## src/rtl/pipe_hazard_sched.sv

```systemverilog
// Issue-stage scheduler: per-register writeback scoreboard for RAW/WAW stalls,
// plus a branch freeze FSM that raises a one-cycle flush on a taken branch.
module pipe_hazard_sched #(
    parameter int NREG   = 32,
    parameter int WB_LAT = 8,
    parameter int BRA_OP = 21
) (
    input  logic            clk,
    input  logic            reset,
    input  logic            id_valid,
    input  logic [5:0]      id_op,
    input  logic [4:0]      id_rd,
    input  logic [4:0]      id_rs1,
    input  logic [4:0]      id_rs2,
    input  logic            id_use_rs1,
    input  logic            id_use_rs2,
    input  logic            ex_br_resolve,
    input  logic            ex_br_taken,
    output logic            issue,
    output logic            stall,
    output logic            flush,
    output logic            br_pending,
    output logic [NREG-1:0] busy_mask
);

    // state   | meaning
    // IDLE    | no branch outstanding, issue governed by the scoreboard only
    // BR_WAIT | branch issued and unresolved, all issue blocked
    typedef enum logic {
        IDLE    = 1'b0,
        BR_WAIT = 1'b1
    } state_t;

    localparam logic [3:0] LAT_LOAD = 4'(WB_LAT);
    localparam logic [5:0] BRA_CODE = 6'(BRA_OP);

    state_t     state;
    state_t     state_nxt;
    logic       flush_q;
    logic       flush_nxt;
    logic       writer;
    logic       hazard;
    logic       do_load;
    logic [3:0] cnt [1:NREG-1];

    always_comb begin
        case (id_op)
            6'd1, 6'd2, 6'd23, 6'd24: writer = 1'b1;
            default:                  writer = (id_op >= 6'd4) && (id_op <= 6'd20);
        endcase
    end

    // r0 has no counter, so its busy bit is tied low and never causes a hazard
    assign busy_mask[0] = 1'b0;

    for (genvar r = 1; r < NREG; r++) begin : g_cnt
        assign busy_mask[r] = (cnt[r] != 4'd0);

        always_ff @(posedge clk) begin
            if (reset) begin
                cnt[r] <= 4'd0;
            end else if (do_load && (id_rd == 5'(r))) begin
                cnt[r] <= LAT_LOAD;
            end else if (cnt[r] != 4'd0) begin
                cnt[r] <= cnt[r] - 4'd1;
            end
        end
    end

    assign hazard = (id_use_rs1 & busy_mask[id_rs1])
                  | (id_use_rs2 & busy_mask[id_rs2])
                  | (writer     & busy_mask[id_rd])
                  | br_pending;

    assign issue   = id_valid & ~hazard & ~reset;
    assign stall   = id_valid &  hazard & ~reset;
    assign do_load = issue & writer & (id_rd != 5'd0);

    always_ff @(posedge clk) begin
        if (reset) begin
            state   <= IDLE;
            flush_q <= 1'b0;
        end else begin
            state   <= state_nxt;
            flush_q <= flush_nxt;
        end
    end

    always_comb begin
        state_nxt = state;
        case (state)
            IDLE:    if (issue && (id_op == BRA_CODE)) state_nxt = BR_WAIT;
            BR_WAIT: if (ex_br_resolve)                state_nxt = IDLE;
            default: state_nxt = IDLE;
        endcase
    end

    always_comb begin
        br_pending = (state == BR_WAIT);
        flush_nxt  = (state == BR_WAIT) & ex_br_resolve & ex_br_taken;
    end

    assign flush = flush_q & ~reset;

endmodule

```

## config.mk

```make
export PLATFORM = sky130hd
export DESIGN_NAME = pipe_hazard_sched
export DESIGN_NICKNAME = d
export VERILOG_FILES = /design/src/rtl/pipe_hazard_sched.sv
export SDC_FILE = /design/constraint.sdc
export NUM_CORES = 1
export LEC_CHECK = 0
export CAP_MARGIN = 10
export CORE_UTILIZATION = 41
export DETAILED_ROUTE_END_ITERATION = 8
export SLEW_MARGIN = 30
export SYNTH_ARGS = -nofsm -noshare
export SYNTH_HDL_FRONTEND = slang
export SYNTH_SLANG_ARGS = --single-unit
```

## constraint.sdc

```tcl
create_clock -name clk -period 3.7 [get_ports clk]
set_clock_uncertainty 0.15 [all_clocks]
set_input_delay 0.925 -clock clk [delete_from_list [all_inputs] [get_ports clk]]
set_output_delay 0.925 -clock clk [all_outputs]
set_load 0.1 [all_outputs]
```

==> metrics.yaml, run 1 <==
outcome:
  status: "finished, violations left"
  failed_checks: "setup timing"
sta:
  report.final.slew_viol_count: 0
  final-setup-viol-count: 2
  slew-limit-headroom: 0.529
  fin_crit_sh: 1.15
  achievable-frequency_mhz: 234
  finalCriticalPeriod_ns: 4.27
  report.final.hold_viol_count: 0
  tightestPinTransition_ns: 0.707
  hold_slack_ns: 0.431
  rsz0062_at_grt: "true"
  finalSetupTns_ns: -1.13
  timing.final.ws_setup_ns: -0.573
grt:
  grt-ovfl-total: 0
  via_count_of_the_first_global_routing_pass: 7362
  grt_max_degree: 139
  grt_first_pass_wirelength_mm: 36.8
  grt_antenna_before_repair: 2
  grtUsageTotal: 0.237
yosys:
  synth_nets: 928
  ys.warnings.count: 0
  synth_area_sq_um: 8150
  post_synth_inst_count: 869
  yosys_most_used_dff: "sky130_fd_sc_hd__edfxtp_1"
  synth.avg_cell_area_sq_um: 9.38
  synth-async-reset-ratio: 0
  unique_masters_post_synth: 58
  synth-edff-count: 124
  synth.ff_latch_count: 126
  yosysSeqAreaShare: 0.462
detailed_routing:
  drc_errors: 0
  detailroute.via_count: 7462
  viasPerCell: 5.31
  route.detailed.wl_per_inst_um: 16.2
  antenna_left: 0
  drtIter0Drc: 479
  routed_wirelength_mm: 22.7
  detailed_router_iteration_count_before_antenna_repair: 5
critical_path:
  path_class: "in2out"
  slowest_stage: "sky130_fd_sc_hd__mux4_2"
  worstSetupEndpoint: "stall"
  path_max_fanout: 8
  regToRegEndpoint: "cnt[0][76]"
  crit_chain: "clkdlybuf4s50_1 -> buf_6 -> mux4_2 -> nand2_1 -> o21ai_1 -> a211oi_2 -> buf_4 -> nand3b_1 -> a21oi_4 -> buf_12"
  cp-startpoint: "id_rd[0]"
  worst-endpoint-arrival_ns: 3.20
  timing.critical_path.from_type: "primary input"
  timing.rr.start: "cnt[0][89]"
  cp_data_required_time_ns: 2.62
  timing.reg2reg.worst_path_depth: 14
  critical_path.max_stage_delay_ns: 0.51
  worst-r2r-setup-slack_ns: 0.04
  worst_setup_end_kind: "primary output"
place:
  hpwl_mm: 16.8
  placed_area_sq_um: 10400
  place_congestion: 0.917
  port_buffers: 62
floorplan:
  num_io_pins: 64
  die_h_um: 143
  die_width_um: 143
  initial_util: 0.419
  fp-row-count: 51
  fp.dieArea_sq_um: 20500
  placeableCoreArea_sq_um: 19500
min_path:
  hold_path.class: "reg2reg"
  whs_path_cells: 2
power_and_ir_drop:
  post-layout-total-power_uw: 11000
  irDropWorstVdd_mv: 0.609
  power.leakage_uw: 0.00464
  power_density_nw_per_um2: 967
clock_network:
  clk_pin_slew_ns: 0.05
  holdBufCountCts: 0
  cts_buffer_depth: 2
  cts-buffers-inserted: 17
  clock_tree.root_cell: "sky130_fd_sc_hd__clkbuf_16"
  cts.sink_count: 126
  cts_htree_levels: 4
  tritoncts: "done"
  clock_insertion_delay_at_the_later_pin_of_the_skew_report_ns: 0.42
finish:
  layout.nets: 1184
  finalInstanceArea_sq_um: 11400
  area.growth.synth_to_final_pct: 39.2
  fraction_of_layout_instances_using_a_drive_strength_above_1: 0.322
  layout.filler_cells: 1734
run:
  drv.max_cap_violation_count: 0
-- worst max-delay path, delay by kind of cell --
kind | cells | cell delay, ns
AOI/OAI and AO/OA | 3 | 0.51
buffers and inverters | 4 | 0.98
muxes | 1 | 0.51
and+or+nand+nor | 2 | 0.26
-- worst min-delay path by stage --
| stage | from | endpoint | slack (ns) |
|---|---|---|---|
| 4_1_cts | br_pending | flush_q | 0.43 |
| 3_5_place_dp | br_pending | flush_q | 0.43 |
| 2_1_floorplan | cnt[0][116] | cnt[0][116] | 0.40 |
| 6_report | br_pending | flush_q | 0.43 |
| 5_1_grt | br_pending | flush_q | 0.46 |
| 3_3_place_gp | br_pending | flush_q | 0.42 |
-- logic make-up (layout without fill, tap and decap cells) --
family	Yosys count	in the layout	synth area share
DFF	126	126	0.462
buffers and inverters	138	406	0.0677
and+or+nand+nor	405	405	0.286
xor gates and xnor gates	1	1	0.00107
muxes	16	16	0.0262
other	1	3	0.000460
adders and majority gates	31	31	0.0476
AOI/OAI and AO/OA	151	151	0.109
-- flip-flops by register name, indices dropped and copies added, names as in the netlist --
name,flops
br_pending,1
cnt,124
flush_q,1
-- layer usage --
metal	vias up	global-route usage	wire, um
met3	50	0.0483	1390
met4	0	0.0934	607
met2	195	0.377	10400
met5	-	0	0
met1	3499	0.315	10300
li1	3718	-	-
-- synth_stat cells, types with 7 or more instances --
cell                        instances  area share
sky130_fd_sc_hd__nand4_1           33       0.025
sky130_fd_sc_hd__clkbuf_1          26       0.012
sky130_fd_sc_hd__o21ai_0            9      0.0055
sky130_fd_sc_hd__nor2_1            49       0.023
sky130_fd_sc_hd__a21oi_1           99       0.061
sky130_fd_sc_hd__nor3_1            98       0.060
sky130_fd_sc_hd__or3_1             31       0.024
sky130_fd_sc_hd__inv_1            100       0.046
sky130_fd_sc_hd__nor2b_1            8      0.0061
sky130_fd_sc_hd__nand2b_1          35       0.027
sky130_fd_sc_hd__mux2i_1            9       0.011
sky130_fd_sc_hd__nand2_1           61       0.028
sky130_fd_sc_hd__nor3b_1           20       0.018
sky130_fd_sc_hd__ha_1              31       0.048
sky130_fd_sc_hd__edfxtp_1         124        0.46
sky130_fd_sc_hd__nand3b_1          36       0.033
sky130_fd_sc_hd__nor3b_2           13       0.020
sky130_fd_sc_hd__a2111oi_0          7      0.0075
-- cell usage in the layout, fill, tap and decap left out, drive strengths merged, types with 31 or more instances in the layout --
cell	instances
edfxtp	124
nor3b	34
buf	249
inv	101
nand4	33
a21oi	99
nor3	98
nand2b	35
ha	31
nand3b	36
nor2	49
or3	31
nand2	61
-- stage by stage --
stage	setup slack, ns	cells	util
finish	-0.573	1404	0.583
detailed placement	-0.984	1360	0.535
CTS	-0.796	1399	0.579
global route	-0.662	1403	0.583
floorplan	-0.866	869	-
global placement	-0.964	1360	0.535
-- repair_timing --
item,in CTS,in global routing
pin swaps,42,39
gates resized for setup,70,30
setup endpoints to repair,157,157
buffers inserted,6,6
gates cloned,3,1
-- report_power, final --
part           switching (uW)  internal (uW)
Sequential                384           2390
Combinational            4070           2670
Clock                     565            899
-- final cells by class --
| class | count | area [sq um] | area share |
|---|---|---|---|
| sequential | 126 | 3760 | 0.332 |
| clock buffer | 20 | 437 | 0.0385 |
| multi-input combinational | 605 | 4110 | 0.362 |
| timing repair buffer | 274 | 2250 | 0.198 |
| antenna | 2 | 5.00 | 0.000441 |
| tap | 265 | 332 | 0.0292 |
| inverter | 101 | 379 | 0.0334 |
| clock inverter | 11 | 76.3 | 0.00672 |
(Power assumes the default switching activity.)
==> run 2: changes to the inputs <==
--- a/config.mk
+++ b/config.mk
@@ -7,7 +7,10 @@
 export LEC_CHECK = 0
 export CAP_MARGIN = 10
 export CORE_UTILIZATION = 41
+export CTS_BUF_LIST = sky130_fd_sc_hd__clkbuf_16
 export DETAILED_ROUTE_END_ITERATION = 8
+export DONT_BUFFER_PORTS = 1
+export PLACE_DENSITY = 0.64
 export SLEW_MARGIN = 30
 export SYNTH_ARGS = -nofsm -noshare
 export SYNTH_HDL_FRONTEND = slang
==> metrics.yaml, run 2 (same netlist as run 1, synthesis figures left out) <==
outcome:
  status: "finished, violations left"
  failed_checks: "setup timing"
grt:
  grtUsageMet1: 0.286  # -0.0293
  via_count_of_the_first_global_routing_pass: 6736  # -8.5%
  grt_antenna_before_repair: 0  # -2
  grtUsageTotal: 0.219  # -0.0176
  groute.layer.met3.usage: 0.0600  # +0.0117
  grt_util_met2: 0.349  # -0.0277
  gr-max-usage-layer: "met2"
  grt-ovfl-total: 0  # unchanged
  grt_first_pass_wirelength_mm: 34.1  # -7.3%
  grt_max_degree: 160  # +15%
detailed_routing:
  route.detailed.wl_per_inst_um: 16.5  # +2.2%
  viasPerCell: 5.48  # +3.2%
  detailed_router_iteration_count_before_antenna_repair: 5  # unchanged
  drc_errors: 0  # unchanged
  detailroute.via_count: 7001  # -6.2%
  antenna_left: 0  # unchanged
  routed_wirelength_mm: 21.1  # -7.1%
  drtIter0Drc: 465  # -2.9%
power_and_ir_drop:
  power_density_nw_per_um2: 1010  # +4.9%
  power.share.combinational: 0.576  # -0.038
  post-layout-total-power_uw: 10200  # -6.9%
  switch_pwr_uw: 4780  # -4.9%
  irDropWorstVdd_mv: 0.571  # -6.3%
  power_frac_seq: 0.270  # +0.017
  power_report.internal_total_uw: 5450  # -8.6%
  power.leakage_uw: 0.00397  # -14%
  clkPwrFrac: 0.154  # +0.021
  switch_share: 0.467  # +0.00985
finish:
  stdcell_count: 1277  # -9.0%
  largest_register: "cnt"
  commonest_non_fill_non_tap_cell_in_the_layout: "sky130_fd_sc_hd__buf_4"
  largest_register_ffs: 124  # unchanged
  area.growth.synth_to_final_pct: 23.6
  mostFrequentLayoutCells: "146 x sky130_fd_sc_hd__buf_4, 124 x sky130_fd_sc_hd__edfxtp_1, 102 x sky130_fd_sc_hd__inv_1"
  antenna_cells: 0  # -2
  layout.nets: 1059  # -11%
  layout.filler_cells: 1748  # +0.81%
  final_core_utilization: 0.518  # -0.0652
  fraction_of_layout_instances_using_a_drive_strength_above_1: 0.210  # -0.111
run:
  drv.max_cap_violation_count: 0  # unchanged
floorplan:
  fp.dieArea_sq_um: 20500  # unchanged
  initial_util: 0.419  # unchanged
  die_h_um: 143  # unchanged
  die_width_um: 143  # unchanged
  placeableCoreArea_sq_um: 19500  # unchanged
  num_io_pins: 64  # unchanged
  fp-row-count: 51  # unchanged
sta:
  report.final.hold_viol_count: 0  # unchanged
  timing.final.ws_setup_ns: -0.558  # +0.0144 ns
  slew-limit-headroom: 0.359  # -0.170
  rsz0062_at_grt: "true"
  tightestPinTransition_ns: 0.959  # +0.252 ns
  final-setup-viol-count: 134  # +132
  report.final.slew_viol_count: 0  # unchanged
  finalCriticalPeriod_ns: 4.26  # -0.0144 ns
  achievable-frequency_mhz: 235  # +0.34%
  fin_crit_sh: 1.15  # -0.00390
critical_path:
  crit_chain: "inv_1 -> ha_2 -> or4b_4 -> a21oi_4 -> a221oi_2 -> or4b_1 -> a32o_2 -> nor4_4 -> buf_4 -> a21oi_2 -> buf_12"
  critical_path.max_stage_delay_ns: 0.49  # -0.02 ns
  worst-endpoint-arrival_ns: 3.18  # -0.02 ns
  worst_setup_end_kind: "primary output"
  cp_data_required_time_ns: 2.62  # about the same
  path_class: "reg2out"
  slowest_stage: "sky130_fd_sc_hd__or4b_1"
  path_max_fanout: 3  # -5
  timing.critical_path.from_type: "flop"
clock_network:
  clock_insertion_delay_at_the_later_pin_of_the_skew_report_ns: 0.42  # about the same
  cts_buffer_depth: 2  # unchanged
  tritoncts: "done"
  clock_tree.root_cell: "sky130_fd_sc_hd__clkbuf_16"
  holdBufCountCts: 0  # unchanged
  cts_htree_levels: 4  # unchanged
  clk_pin_slew_ns: 0.06  # about the same
  cts.sink_count: 126  # unchanged
  cts-buffers-inserted: 17  # unchanged
place:
  post-place-ws_ns: -0.443  # +0.540 ns
  hpwl_mm: 15.6  # -6.8%
  place_congestion: 0.876  # -4.4%
  post-place-cells: 1245  # -8.5%
  port_buffers: 0  # -100%
min_path:
  hold_path.class: "reg2reg"
## run 2: worst paths after layout
check	from	endpoint	slack, ns	cells after the start
worst max-delay path	cnt[0][88]	stall	-0.56	11
worst min-delay path	cnt[0][116]	cnt[0][116]	0.43	1
worst max register to register	cnt[0][88]	cnt[0][8]	-0.11	12
worst min register to register	cnt[0][116]	cnt[0][116]	0.43	1
## run 2: what timing repair did
item | 4_1_cts | 5_1_grt
setup buffers | 1 | 0
resized for setup | 7 | 4
endpoints found under the setup margin | 126 | 157
pin swaps | 1 | 0
## run 2: power groups by stage
stage                     registers (uW)  clock network (uW)  logic (uW)
final                               2770                1580        5890
after detailed placement            2790                   0        5830
after global routing                2850                1650        6360
after floorplan                     2720                   0        4090
after global placement              2760                   0        5740
after CTS                           2760                1590        5880
## run 2: stage by stage
| step | TNS [ns] | instance area (sq um) | hold WS, ns |
|---|---|---|---|
| after global placement | -41.31 | 9480 | 0.418 |
| after floorplan | -1.69 | 8170 | 0.401 |
| after global routing | -30.32 | 10100 | 0.434 |
| after detailed placement | -44.15 | 9480 | 0.416 |
| final | -7.90 | 10100 | 0.425 |
| after CTS | -5.12 | 10100 | 0.424 |
## run 2: worst max-delay path: cells and delay by family (launching register included)
kind            cells  cell delay [ns]
compound gates      4             0.56
fa+ha+maj           1             0.20
buf+inv             3             0.44
flops               1             0.38
simple gates        3             1.19
## run 2: layout make-up
cell class / instances / area, sq um / share of cell area
Clock buffer: 17 / 425 / 0.0422
Inverter: 101 / 379 / 0.0376
Tap cell: 265 / 332 / 0.0329
Sequential cell: 126 / 3760 / 0.373
Clock inverter: 14 / 130 / 0.0129
Multi-Input combinational cell: 605 / 3900 / 0.386
Timing Repair Buffer: 149 / 1160 / 0.115
## run 2: routing by layer
layer,routed length (um),vias to the layer above
met3,1870,32
met5,0,-
li1,-,3455
met1,8950,3270
met2,9870,244
met4,416,0
==> run 3: changes to the inputs <==
--- a/config.mk
+++ b/config.mk
@@ -11,6 +11,7 @@
 export DETAILED_ROUTE_END_ITERATION = 8
 export DONT_BUFFER_PORTS = 1
 export PLACE_DENSITY = 0.64
+export RECOVER_POWER = 100
 export SLEW_MARGIN = 30
 export SYNTH_ARGS = -nofsm -noshare
 export SYNTH_HDL_FRONTEND = slang
==> metrics.yaml, run 3 (same netlist as run 1, synthesis figures left out) <==
critical_path:
  crit_chain: "inv_1 -> ha_2 -> or4b_4 -> a21oi_4 -> a221oi_2 -> or4b_1 -> a32o_2 -> nor4_4 -> buf_4 -> a21oi_2 -> buf_12"
  path_class: "reg2out"
  timing.reg2reg.worst_path_depth: 12  # unchanged
  slowest_stage: "sky130_fd_sc_hd__or4b_4"
  critical_path.max_stage_delay_ns: 0.48  # about the same
  worst_setup_end_kind: "primary output"
  timing.critical_path.from_type: "flop"
  worst-endpoint-arrival_ns: 3.18  # about the same
  cp_data_required_time_ns: 2.62  # about the same
  path_max_fanout: 3  # unchanged
min_path:
  hold_path.class: "reg2reg"
  whs_path_cells: 1  # unchanged
floorplan:
  num_io_pins: 64  # unchanged
  die_h_um: 143  # unchanged
  fp-row-count: 51  # unchanged
  initial_util: 0.419  # unchanged
  placeableCoreArea_sq_um: 19500  # unchanged
  die_width_um: 143  # unchanged
  fp.dieArea_sq_um: 20500  # unchanged
detailed_routing:
  routed_wirelength_mm: 21.1  # about the same
  route.detailed.wl_per_inst_um: 16.5  # about the same
  drtIter0Drc: 493  # +6.0%
  viasPerCell: 5.46  # -0.41%
  detailed_router_iteration_count_before_antenna_repair: 5  # unchanged
  drc_errors: 0  # unchanged
  antenna_left: 0  # unchanged
  detailroute.via_count: 6972  # -0.41%
place:
  port_buffers: 0  # unchanged
  place_congestion: 0.876  # unchanged
  hpwl_mm: 15.6  # unchanged
  post-place-ws_ns: -0.443  # unchanged
sta:
  fin_crit_sh: 1.15  # about the same
  timing.final.ws_setup_ns: -0.556  # +0.00205 ns
  report.final.slew_viol_count: 0  # unchanged
  slew-limit-headroom: 0.197  # -0.162
  report.final.hold_viol_count: 0  # unchanged
  finalSetupTns_ns: -7.89  # +0.0177 ns
  final-setup-viol-count: 135  # +0.75%
  achievable-frequency_mhz: 235  # about the same
  finalCriticalPeriod_ns: 4.26  # -0.00205 ns
  rsz0062_at_grt: "true"
  tightestPinTransition_ns: 1.21  # +0.247 ns
run:
  drv.max_cap_violation_count: 0  # unchanged
finish:
  area.growth.synth_to_final_pct: 21.3
  total_area_of_multi_input_combinational_cells_sq_um: 3880  # -0.39%
  area_of_all_sequential_standard_cells_sq_um: 3760  # unchanged
  commonest_non_fill_non_tap_cell_in_the_layout: "sky130_fd_sc_hd__edfxtp_1"
  layout.nets: 1059  # unchanged
  mostFrequentLayoutCells: "124 x sky130_fd_sc_hd__edfxtp_1, 102 x sky130_fd_sc_hd__inv_1, 98 x sky130_fd_sc_hd__nor3_1"
  layout.filler_cells: 1797  # +2.8%
  antenna_cells: 0  # unchanged
  fraction_of_layout_instances_using_a_drive_strength_above_1: 0.173  # -0.0375
  largest_register_ffs: 124  # unchanged
  largest_register: "cnt"
power_and_ir_drop:
  power_density_nw_per_um2: 1000  # -1.1%
  power.leakage_uw: 0.00382  # -3.8%
  irDropWorstVdd_mv: 0.600  # +5.1%
  post-layout-total-power_uw: 9920  # -3.0%
outcome:
  failed_checks: "setup timing"
  status: "finished, violations left"
clock_network:
  clk_pin_slew_ns: 0.06  # about the same
  cts.sink_count: 126  # unchanged
  cts_buffer_depth: 2  # unchanged
  cts_htree_levels: 4  # unchanged
  clock_tree.root_cell: "sky130_fd_sc_hd__clkbuf_16"
  cts-buffers-inserted: 17  # unchanged
  tritoncts: "done"
  clock_insertion_delay_at_the_later_pin_of_the_skew_report_ns: 0.42  # about the same
grt:
  grt-ovfl-total: 0  # unchanged
  via_count_of_the_first_global_routing_pass: 6736  # unchanged
  grt_first_pass_wirelength_mm: 34.1  # unchanged
  grt_antenna_before_repair: 0  # unchanged
  grt_max_degree: 160  # unchanged
  grtUsageTotal: 0.219  # unchanged
-- run 3: changes by cell type in the layout (fill, tap and decap cells not counted), sizes merged --
cell,change
clkbuf,+62
buf,-62
-- run 3: final timing paths --
path	startpoint	end	slack, ns
setup / recovery	cnt[0][88]	stall	-0.56
hold / removal	cnt[0][116]	cnt[0][116]	0.43
setup reg to reg	cnt[0][88]	cnt[0][63]	-0.11
hold reg to reg	cnt[0][116]	cnt[0][116]	0.43
-- run 3: routing by layer --
layer,part of all wire,routed length [um],track usage
met2,0.47,9870,0.349
met1,0.43,9040,0.286
met4,0.017,361,0.0758
met5,0,0,0
met3,0.087,1840,0.0600
-- run 3: cell type report --
type,instances,share of cell area
sequential,126,0.380
tap,265,0.0335
timing repair buffer,149,0.0993
clock buffer,17,0.0430
clock inverter,14,0.0132
multi-input combinational,605,0.392
inverter,101,0.0383
-- run 3: critical path, delay by kind of cell (launching register included) --
kind / cells / cell delay, ns
AOI/OAI and AO/OA: 4 / 0.55
adders and majority gates: 1 / 0.20
buffers and inverters: 3 / 0.44
DFF: 1 / 0.38
and+or+nand+nor: 3 / 1.18
-- run 3: power breakdown --
group / switching [uW] / total [uW] / internal, uW
Clock: 597 / 1570 / 973
Combinational: 3780 / 5590 / 1800
Sequential: 372 / 2760 / 2390
-- run 3: what timing repair did --
item / 4_1_cts / 5_1_grt
gates resized for setup: 7 / 4
endpoints found under the setup margin: 126 / 157
hold buffers: 0 / 0
pin swaps: 1 / 0
gates cloned: 0 / 0
setup buffers: 1 / 0
-- run 3: metrics by stage --
stage	hold WS, ns	area (sq um)	cells	util
after floorplan	0.401	8170	869	-
after global placement	0.418	9480	1245	0.487
after detailed placement	0.416	9480	1245	0.487
after CTS	0.424	10100	1277	0.517
after global routing	0.434	9890	1277	0.508
final	0.427	9890	1277	0.508
